==> src/rtl/dmem_bus_bridge_if.sv <==
// Data-memory bus between the MEM-stage bridge (master) and the external memory (slave).
// The request uses a valid/ready handshake, and the response is a single-cycle valid pulse.
interface dmem_bus_bridge_if;
  logic        bus_req_valid;
  logic        bus_req_ready;
  logic        bus_we;
  logic [31:0] bus_addr;
  logic [31:0] bus_wdata;
  logic [3:0]  bus_wstrb;
  logic        bus_rsp_valid;
  logic [31:0] bus_rsp_rdata;

  modport master (
    output bus_req_valid, bus_we, bus_addr, bus_wdata, bus_wstrb,
    input  bus_req_ready, bus_rsp_valid, bus_rsp_rdata
  );

  modport slave (
    input  bus_req_valid, bus_we, bus_addr, bus_wdata, bus_wstrb,
    output bus_req_ready, bus_rsp_valid, bus_rsp_rdata
  );
endinterface

==> src/rtl/dmem_bus_bridge.sv <==
// Bridges MEM-stage loads/stores onto a variable-latency data bus, stalling the pipeline
// until the access completes; handles byte lanes, load extension and timeout abort.
module dmem_bus_bridge #(
  parameter int unsigned TIMEOUT     = 255,
  parameter bit          WAIT_WR_RSP = 1'b1
) (
  input  logic              clk,
  input  logic              rst_n,
  input  logic              core_rd,
  input  logic              core_wr,
  input  logic [31:0]       core_addr,
  input  logic [31:0]       core_wdata,
  input  logic [2:0]        core_fun3,
  output logic [31:0]       core_rdata,
  output logic              core_stall,
  output logic              core_misaligned,
  output logic              core_bus_err,
  dmem_bus_bridge_if.master bus
);

  localparam logic [1:0] S_IDLE = 2'd0;
  localparam logic [1:0] S_REQ  = 2'd1;
  localparam logic [1:0] S_RESP = 2'd2;
  localparam logic [1:0] S_DONE = 2'd3;

  // cnt_q holds completed wait cycles; abort at the end of the TIMEOUT-th one
  localparam logic [7:0] TO_LAST = 8'(TIMEOUT - 1);

  logic [1:0]  state_q;
  logic [7:0]  cnt_q;
  logic [31:0] addr_q;
  logic [31:0] wdata_q;
  logic [3:0]  wstrb_q;
  logic        we_q;
  logic [2:0]  fun3_q;
  logic [31:0] rdata_q;
  logic        err_q;

  logic        req;
  logic        we_in;
  logic        misal;
  logic        timed_out;
  logic [31:0] lane_wdata;
  logic [3:0]  lane_wstrb;
  logic [7:0]  sel_byte;
  logic [15:0] sel_half;
  logic [31:0] load_ext;

  assign req       = core_rd | core_wr;
  assign we_in     = core_wr & ~core_rd;
  assign timed_out = (cnt_q >= TO_LAST);

  always_comb begin
    misal      = 1'b0;
    lane_wdata = core_wdata;
    lane_wstrb = 4'b1111;
    case (core_fun3[1:0])
      2'b00: begin
        lane_wdata = {4{core_wdata[7:0]}};
        lane_wstrb = 4'b0001 << core_addr[1:0];
      end
      2'b01: begin
        misal      = core_addr[0];
        lane_wdata = {2{core_wdata[15:0]}};
        lane_wstrb = 4'b0011 << core_addr[1:0];
      end
      default: misal = |core_addr[1:0];
    endcase
  end

  always_comb begin
    sel_byte = 8'(rdata_q >> {addr_q[1:0], 3'b000});
    sel_half = addr_q[1] ? rdata_q[31:16] : rdata_q[15:0];
    case (fun3_q)
      3'b000:  load_ext = {{24{sel_byte[7]}}, sel_byte};
      3'b001:  load_ext = {{16{sel_half[15]}}, sel_half};
      3'b100:  load_ext = {24'h000000, sel_byte};
      3'b101:  load_ext = {16'h0000, sel_half};
      default: load_ext = rdata_q;
    endcase
  end

  always_ff @(posedge clk) begin
    if (!rst_n) begin
      state_q <= S_IDLE;
      cnt_q   <= '0;
      addr_q  <= '0;
      wdata_q <= '0;
      wstrb_q <= '0;
      we_q    <= 1'b0;
      fun3_q  <= '0;
      rdata_q <= '0;
      err_q   <= 1'b0;
    end else begin
      case (state_q)
        S_IDLE: begin
          if (req && !misal) begin
            state_q <= S_REQ;
            cnt_q   <= '0;
            addr_q  <= core_addr;
            wdata_q <= we_in ? lane_wdata : '0;
            wstrb_q <= we_in ? lane_wstrb : '0;
            we_q    <= we_in;
            fun3_q  <= core_fun3;
            rdata_q <= '0;
            err_q   <= 1'b0;
          end
        end
        S_REQ: begin
          cnt_q <= cnt_q + 8'd1;
          if (bus.bus_req_ready) begin
            state_q <= (we_q && !WAIT_WR_RSP) ? S_DONE : S_RESP;
          end else if (timed_out) begin
            state_q <= S_DONE;
            rdata_q <= '0;
            err_q   <= 1'b1;
          end
        end
        S_RESP: begin
          cnt_q <= cnt_q + 8'd1;
          if (bus.bus_rsp_valid) begin
            state_q <= S_DONE;
            rdata_q <= bus.bus_rsp_rdata;
          end else if (timed_out) begin
            state_q <= S_DONE;
            rdata_q <= '0;
            err_q   <= 1'b1;
          end
        end
        default: begin
          state_q <= S_IDLE;
          err_q   <= 1'b0;
        end
      endcase
    end
  end

  // Outputs are forced low while reset is asserted so nothing leaks from an aborted access
  always_comb begin
    core_rdata        = '0;
    core_stall        = 1'b0;
    core_misaligned   = 1'b0;
    core_bus_err      = 1'b0;
    bus.bus_req_valid = 1'b0;
    bus.bus_we        = 1'b0;
    bus.bus_addr      = '0;
    bus.bus_wdata     = '0;
    bus.bus_wstrb     = '0;
    if (rst_n) begin
      case (state_q)
        S_IDLE: begin
          core_stall      = req & ~misal;
          core_misaligned = req & misal;
        end
        S_REQ: begin
          core_stall        = 1'b1;
          bus.bus_req_valid = 1'b1;
          bus.bus_we        = we_q;
          bus.bus_addr      = {addr_q[31:2], 2'b00};
          bus.bus_wdata     = wdata_q;
          bus.bus_wstrb     = wstrb_q;
        end
        S_RESP: core_stall = 1'b1;
        default: begin
          core_rdata   = we_q ? '0 : load_ext;
          core_bus_err = err_q;
        end
      endcase
    end
  end

endmodule

==> src/flat_wrapper.sv <==
// flat-port wrapper written by rule: the top's interface ports become plain ports
module dmem_bus_bridge_flat 
#(
  parameter int unsigned TIMEOUT     = 255,
  parameter bit          WAIT_WR_RSP = 1'b1
)
  (clk, rst_n, core_rd, core_wr, core_addr, core_wdata, core_fun3, core_rdata, core_stall, core_misaligned, core_bus_err, bus_bus_req_valid, bus_bus_we, bus_bus_addr, bus_bus_wdata, bus_bus_wstrb, bus_bus_req_ready, bus_bus_rsp_valid, bus_bus_rsp_rdata);
  dmem_bus_bridge_if bus_i ();
  input  logic clk;
  input  logic rst_n;
  input  logic core_rd;
  input  logic core_wr;
  input  logic [31:0] core_addr;
  input  logic [31:0] core_wdata;
  input  logic [2:0] core_fun3;
  output logic [31:0] core_rdata;
  output logic core_stall;
  output logic core_misaligned;
  output logic core_bus_err;
  output wire logic [$bits(bus_i.bus_req_valid)-1:0] bus_bus_req_valid;
  output wire logic [$bits(bus_i.bus_we)-1:0] bus_bus_we;
  output wire logic [$bits(bus_i.bus_addr)-1:0] bus_bus_addr;
  output wire logic [$bits(bus_i.bus_wdata)-1:0] bus_bus_wdata;
  output wire logic [$bits(bus_i.bus_wstrb)-1:0] bus_bus_wstrb;
  input wire logic [$bits(bus_i.bus_req_ready)-1:0] bus_bus_req_ready;
  input wire logic [$bits(bus_i.bus_rsp_valid)-1:0] bus_bus_rsp_valid;
  input wire logic [$bits(bus_i.bus_rsp_rdata)-1:0] bus_bus_rsp_rdata;
  assign bus_bus_req_valid = bus_i.bus_req_valid;
  assign bus_bus_we = bus_i.bus_we;
  assign bus_bus_addr = bus_i.bus_addr;
  assign bus_bus_wdata = bus_i.bus_wdata;
  assign bus_bus_wstrb = bus_i.bus_wstrb;
  assign bus_i.bus_req_ready = bus_bus_req_ready;
  assign bus_i.bus_rsp_valid = bus_bus_rsp_valid;
  assign bus_i.bus_rsp_rdata = bus_bus_rsp_rdata;
  dmem_bus_bridge #(.TIMEOUT(TIMEOUT), .WAIT_WR_RSP(WAIT_WR_RSP)) u_core (.clk(clk), .rst_n(rst_n), .core_rd(core_rd), .core_wr(core_wr), .core_addr(core_addr), .core_wdata(core_wdata), .core_fun3(core_fun3), .core_rdata(core_rdata), .core_stall(core_stall), .core_misaligned(core_misaligned), .core_bus_err(core_bus_err), .bus(bus_i));
endmodule
==> config.mk <==
export PLATFORM = sky130hd
export DESIGN_NAME = dmem_bus_bridge_flat
export DESIGN_NICKNAME = d
export VERILOG_FILES = /design/src/rtl/dmem_bus_bridge_if.sv /design/src/rtl/dmem_bus_bridge.sv /design/src/flat_wrapper.sv
export SDC_FILE = /design/constraint.sdc
export NUM_CORES = 1
export LEC_CHECK = 0
export CAP_MARGIN = 0
export CORE_MARGIN = 8
export CORE_UTILIZATION = 46
export DETAILED_ROUTE_END_ITERATION = 7
export PLACE_DENSITY_LB_ADDON = 0.05
export SLEW_MARGIN = 20
export SYNTH_ARGS = -nofsm -noshare
export SYNTH_HDL_FRONTEND = slang
export SYNTH_SLANG_ARGS = --single-unit
==> constraint.sdc <==
create_clock -name clk -period 2.6 [get_ports clk]
set_clock_uncertainty 0.05 [all_clocks]
set_input_delay 0.52 -clock clk [delete_from_list [all_inputs] [get_ports clk]]
set_output_delay 0.52 -clock clk [all_outputs]
set_load 0.1 [all_outputs]
==> results.sh, run 1 <==
export IMPL_routed_wirelength_um=21400
export IMPL_cp_max_fo=8
export IMPL_fin_nets=1056
export IMPL_fmax_mhz=370
export IMPL_io_pins=210
export IMPL_p_per_area_nw_per_um2=505
export IMPL_holdCritPathClass="reg2reg"
export IMPL_fin_crit_ps=2710
export IMPL_synth_top_cell_by_area="dfxtp_1"
export IMPL_synthArstFlopShare=0
export IMPL_drtIter0Drc=464
export IMPL_grt_use_total=0.239
export IMPL_fp_row_count=42
export IMPL_cts_made_buffers=17
export IMPL_die_x_um=132
export IMPL_cts_tree="done"
export IMPL_drive_gt1_frac=0.253
export IMPL_ys_ff_latch=115
export IMPL_slew_headroom=0.389
export IMPL_p_leak_nw=4.09
export IMPL_violations="negative setup slack"
export IMPL_drt_pass1_iterations=5
export IMPL_htreeDepth=4
export IMPL_portBuffers=207
export IMPL_antenna_found_initial=0
export IMPL_final_common_cell="nand2_1"
export IMPL_first_global_vias=6600
export IMPL_holdWs_ps=407
export IMPL_hold_viol=0
export IMPL_die_h_um=132
export IMPL_clkSinkCount=115
export IMPL_synth_area_um2=6160
export IMPL_worstPathRequired_ps=2030
export IMPL_finalWeightedCongestion=0.870
export IMPL_die_area_um2=17300
export IMPL_ir_drop_mv=0.461
export IMPL_clock_latency_ps=410
export IMPL_setup_violations_final=19
export IMPL_rsz0062_at_grt="true"
export IMPL_tns_ps=-1540
export IMPL_via_count=6436
export IMPL_syn_area_per_cell_um2=8.19
export IMPL_start_util=0.469
export IMPL_ff2ff_path_depth=8
export IMPL_n_antenna_cell=0
export IMPL_clk_path_buf_depth=2
export IMPL_worst_setup_path_start_kind="flip-flop"
export IMPL_ys_dominant_reg_cell="dfxtp_1"
export IMPL_synth_edf_count=0
export IMPL_end_kind="primary output"
export IMPL_hpwl_um=15300
export IMPL_grt_ovfl_total=0
export IMPL_fillers=871
export IMPL_synth_cell_types=55
export IMPL_grt_pass1_wl_um=33900
export IMPL_hold_depth=2
export IMPL_core_um2=13100
export IMPL_mostFrequentLayoutCells="137 x nand2_1, 111 x dfxtp_1, 107 x buf_12, 103 x clkdlybuf4s50_1, 60 x and3_1"
export IMPL_path_clk_slew_ps=50
export IMPL_period_share=1.04
export IMPL_synth_top_area_frac=0.374
export IMPL_hold_buffers=0
export IMPL_synth_area_top_cells="dfxtp_1 37%, nand2_1 9.3%, and3_1 7.0%"
export IMPL_status="finished with violations"
export IMPL_arrival_ps=2140
export IMPL_syn_instance_count=752
export IMPL_root_buffer="clkbuf_16"
export IMPL_post_drt_via_cell_ratio=5.69
export IMPL_fin_ws_ps=-106
export IMPL_synthToLayoutAreaGrowth_pct=68.3
export IMPL_total_power_mw=5.24
export IMPL_crit_type="reg2out"
export IMPL_wl_per_cell_um=18.9
export IMPL_yosys_warnings=0
export IMPL_detail_route_antenna_nets=0
export IMPL_grt_max_degree=59
export IMPL_tightest_slew_ps=912
export IMPL_report_final_slew_viol_count=0
export IMPL_ys_seq_area_frac=0.374
export IMPL_cap_violations=0
export IMPL_drc=0
==> sequential cells by signal, indices dropped and copies added, names as in the netlist <==
signal and count:
u_core.wstrb_q 4, u_core.fun3_q 3, u_core.we_q 1, u_core.wdata_q 32, u_core.state_q 2, u_core.err_q 1, u_core.addr_q 32, u_core.cnt_q 8
u_core.rdata_q 32
==> kinds of logic after synthesis <==
group | Yosys count | share of synthesized area
multiplexers | 34 | 0.0575
AO/OA/AOI/OAI | 183 | 0.227
AND/OR/NAND/NOR | 334 | 0.272
flip-flops | 115 | 0.374
other | 1 | 0.000609
adder cells (fa/ha/maj) | 8 | 0.0163
buffers and inverters | 77 | 0.0526
==> stage by stage <==
step	area [um2]	utilization	setup slack (ps)	cells
after floorplan	6280	-	-332	753
after global placement	9600	0.731	187	1095
after detailed placement	9600	0.731	90.5	1095
after CTS	10300	0.784	-81.9	1131
after global routing	10400	0.789	-156	1131
final	10400	0.789	-106	1131
==> worst paths after layout <==
kind	startpoint	to	slack [ps]
worst min-delay path	u_core.addr_q[31]$_SDFFE_PN0P_	u_core.addr_q[31]$_SDFFE_PN0P_	410
worst max-delay path	u_core.addr_q[0]$_SDFFE_PN0P_	core_rdata[18]	-110
worst max register to register	u_core.state_q[0]$_SDFFE_PN0P_	u_core.rdata_q[28]$_SDFFE_PN0P_	410
worst min register to register	u_core.addr_q[31]$_SDFFE_PN0P_	u_core.addr_q[31]$_SDFFE_PN0P_	410
==> synthesized netlist by cell type (all sizes together), types with 2 or more instances <==
master and instances:
clkbuf 46, a21boi 40, inv 6, and2 19, o211ai 6, o21ai 27
and3 69, nand3 2, ha 8, nand2b 4, or3 2, nor2 22
a21o 2, o41ai 2, nor4b 2, a21oi 18, mux2i 32, buf 25
o2bb2ai 48, dfxtp 115, a211oi 3, or3b 2, nand2 153, nor2b 31
a22oi 16, o31ai 2, nor3b 7, nand3b 3, a2111o 2, nand4 6
nor3 9, o221a 8
==> report_power, final <==
| group | leakage [nW] | switching [mW] | internal [mW] | total (mW) |
|---|---|---|---|---|
| Combinational | 2.89 | 0.719 | 0.491 | 1.21 |
| Clock | 0.265 | 0.777 | 1.35 | 2.12 |
| Sequential | 0.935 | 0.0530 | 1.85 | 1.90 |
==> worst max-delay path, cell delays in order (launching register included) <==
cell and delay [ps]:
dfxtp_2 330, mux4_2 550, nor2b_4 160, o211ai_2 230, buf_6 200, nand2_2 90, buf_12 170
==> cell type report <==
cell class                 count  area [um2]  area share
clock inverter                 6        55.1     0.00531
timing repair buffer         242        3440       0.332
multi-input combinational    561        3830       0.370
inverter                       6        26.3     0.00254
sequential                   115        2310       0.223
clock buffer                  25         475      0.0459
tap                          176         220      0.0213
==> routing by layer <==
layer | wire length, um | track usage
met1 | 8490 | 0.265
met2 | 10800 | 0.406
met3 | 1610 | 0.0915
met4 | 510 | 0.0932
met5 | 0 | 0
==> what timing repair did <==
item / CTS / global route
cloned: 1 / 0
gates resized for setup: 30 / 20
endpoints found under the setup margin: 26 / 35
pin swaps: 8 / 9
buffers inserted: 4 / 2
Note: power is estimated with default switching activity, not from simulation.
==> run 2, diff against run 1 <==
Settings changed: PLACE_DENSITY from default to 0.85, PLACE_DENSITY_LB_ADDON 0.05 to default.
==> run 2 against run 1 <==
  * The flow still finishes with violations (negative setup slack)
  * Design area rose by 1.5%
  * Power rose by 5.1%
  * Combinational power rose by 3%
  * Critical endpoint unchanged
  * Final cell count rose by 0.71%
  * Global-route usage rose by 2.4 points
  * Sequential power barely moved
  * Highest routed layer unchanged
==> results.sh, run 2 (synthesis results as in run 1) <==
export IMPL_grt_ovfl_total=0
export IMPL_slew_headroom=0.384
export IMPL_clkSinkCount=115
export IMPL_rrSetupSlack_ps=360
export IMPL_grt_max_degree=153
export IMPL_fin_ws_ps=-162
export IMPL_hpwl_um=15600
export IMPL_first_global_vias=6729
export IMPL_core_um2=13100
export IMPL_clk_path_buf_depth=2
export IMPL_portBuffers=207
export IMPL_cts_made_buffers=17
export IMPL_drtIter0Drc=750
export IMPL_htreeDepth=4
export IMPL_start_util=0.469
export IMPL_synthToLayoutAreaGrowth_pct=70.9
export IMPL_rsz0062_at_grt="true"
export IMPL_cts_tree="done"
export IMPL_die_area_um2=17300
export IMPL_status="finished with violations"
export IMPL_wl_per_cell_um=21.8
export IMPL_crit_type="reg2out"
export IMPL_violations="negative setup slack"
export IMPL_worst_setup_path_start_kind="flip-flop"
export IMPL_clock_latency_ps=420
export IMPL_die_h_um=132
export IMPL_multi_input_comb_area_um2=3830
export IMPL_root_buffer="clkbuf_16"
export IMPL_path_clk_slew_ps=50
export IMPL_drc=0
export IMPL_fin_crit_ps=2760
export IMPL_setup_violations_final=17
export IMPL_cap_violations=0
export IMPL_hold_viol=0
export IMPL_die_x_um=132
export IMPL_fillers=750
export IMPL_end_kind="primary output"
export IMPL_holdCritPathClass="reg2reg"
export IMPL_via_count=6787
export IMPL_post_drt_via_cell_ratio=5.96
export IMPL_critPathSlowestCell="dfxtp_1"
export IMPL_cp_max_fo=19
export IMPL_grt_use_total=0.263
export IMPL_ff_latch_area_um2=2310
export IMPL_arrival_ps=2190
export IMPL_detail_route_antenna_nets=0
export IMPL_max_stage_delay_ps=400
export IMPL_period_share=1.06
export IMPL_path_cells="buf_6, mux2i_1, nor2b_1, o211ai_2, buf_6, buf_12, nand2_2, buf_12"
export IMPL_n_antenna_cell=0
export IMPL_tns_ps=-2440
export IMPL_p_per_area_nw_per_um2=523
export IMPL_finalWeightedCongestion=0.842
export IMPL_fmax_mhz=362
export IMPL_tightest_slew_ps=920
export IMPL_drt_pass1_iterations=5
export IMPL_mostFrequentLayoutCells="137 x nand2_1, 110 x dfxtp_1, 109 x buf_12, 102 x clkdlybuf4s50_1, 60 x and3_1"
export IMPL_fp_row_count=42
export IMPL_reg_top3="u_core.addr_q: 32 flops, u_core.rdata_q: 32 flops, u_core.wdata_q: 32 flops"
export IMPL_ir_drop_mv=0.417
export IMPL_placed_area_um2=9630
export IMPL_fin_nets=1064
export IMPL_finish_instance_area_um2=10500
export IMPL_p_leak_nw=4.18
export IMPL_final_common_cell="nand2_1"
export IMPL_worstPathRequired_ps=2030
export IMPL_routed_wirelength_um=24800
export IMPL_antenna_found_initial=0
export IMPL_report_final_slew_viol_count=0
export IMPL_grt_pass1_wl_um=36800
export IMPL_io_pins=210
export IMPL_drive_gt1_frac=0.260
export IMPL_fin_util=0.801
run 2: cell count changes in the layout (fill, tap and decap cells not counted), sizes merged:
| cell | previous run | this run |
|---|---|---|
| inv | 5 | 6 |
| clkdlybuf4s50 | 103 | 102 |
| bufinv | 1 | 2 |
| clkinvlp | 1 | 0 |
| clkinv | 5 | 2 |
| dlymetal6s2s | 0 | 1 |
| clkbuf | 25 | 27 |
| buf | 139 | 147 |
run 2: power by group:
| part | switching [mW] | leakage, nW | internal [mW] |
|---|---|---|---|
| logic | 0.747 | 2.96 | 0.505 |
| registers | 0.0573 | 0.936 | 1.85 |
| clock network | 0.816 | 0.287 | 1.53 |
run 2: worst max-delay path: cells and delay by family (launching register included):
kind                   cells  cell delay, ps
muxes                      1             110
and+or+nand+nor            2             380
AOI/OAI and AO/OA          1             150
DFF                        1             400
buffers and inverters      4             720
run 2: final cells by class:
type,count,share of cell area
sequential,115,0.220
inverter,6,0.00214
multi-input combinational,561,0.364
clock inverter,4,0.00666
clock buffer,27,0.0488
timing repair buffer,250,0.337
tap,176,0.0209
run 2: repair_timing:
| item | CTS | global route |
|---|---|---|
| hold buffers | 0 | 0 |
| pin swaps | 2 | 12 |
| gates cloned | 1 | 1 |
| gates resized for setup | 20 | 33 |
| endpoints found under the setup margin | 33 | 30 |
| setup buffers | 2 | 8 |
run 2: worst paths after layout:
check                                                     from                              end  cells past startpoint
worst min-delay path            u_core.addr_q[24]$_SDFFE_PN0P_   u_core.addr_q[24]$_SDFFE_PN0P_                      2
worst max register to register  u_core.state_q[1]$_SDFFE_PN0P_  u_core.rdata_q[17]$_SDFFE_PN0P_                      9
worst min register to register  u_core.addr_q[24]$_SDFFE_PN0P_   u_core.addr_q[24]$_SDFFE_PN0P_                      2
worst max-delay path             u_core.addr_q[1]$_SDFFE_PN0P_                   core_rdata[18]                      8
run 2: metal layers:
| layer | GRT usage | up-vias | share of wire |
|---|---|---|---|
| met5 | 0 | - | 0 |
| met4 | 0.0996 | 0 | 0.038 |
| met3 | 0.101 | 90 | 0.10 |
| met2 | 0.445 | 418 | 0.48 |
| met1 | 0.293 | 3219 | 0.37 |
| li1 | - | 3060 | - |
run 2: through the flow:
stage | hold WS (ps) | setup slack [ps] | total power [mW] | instances
final | 409 | -162 | 5.50 | 1139
after global routing | 437 | -262 | 5.68 | 1139
after CTS | 412 | -93.5 | 5.44 | 1130
after detailed placement | 404 | 20.4 | 3.09 | 1096
after global placement | 395 | 12.7 | 3.07 | 1096
after floorplan | 386 | -332 | 2.61 | 753
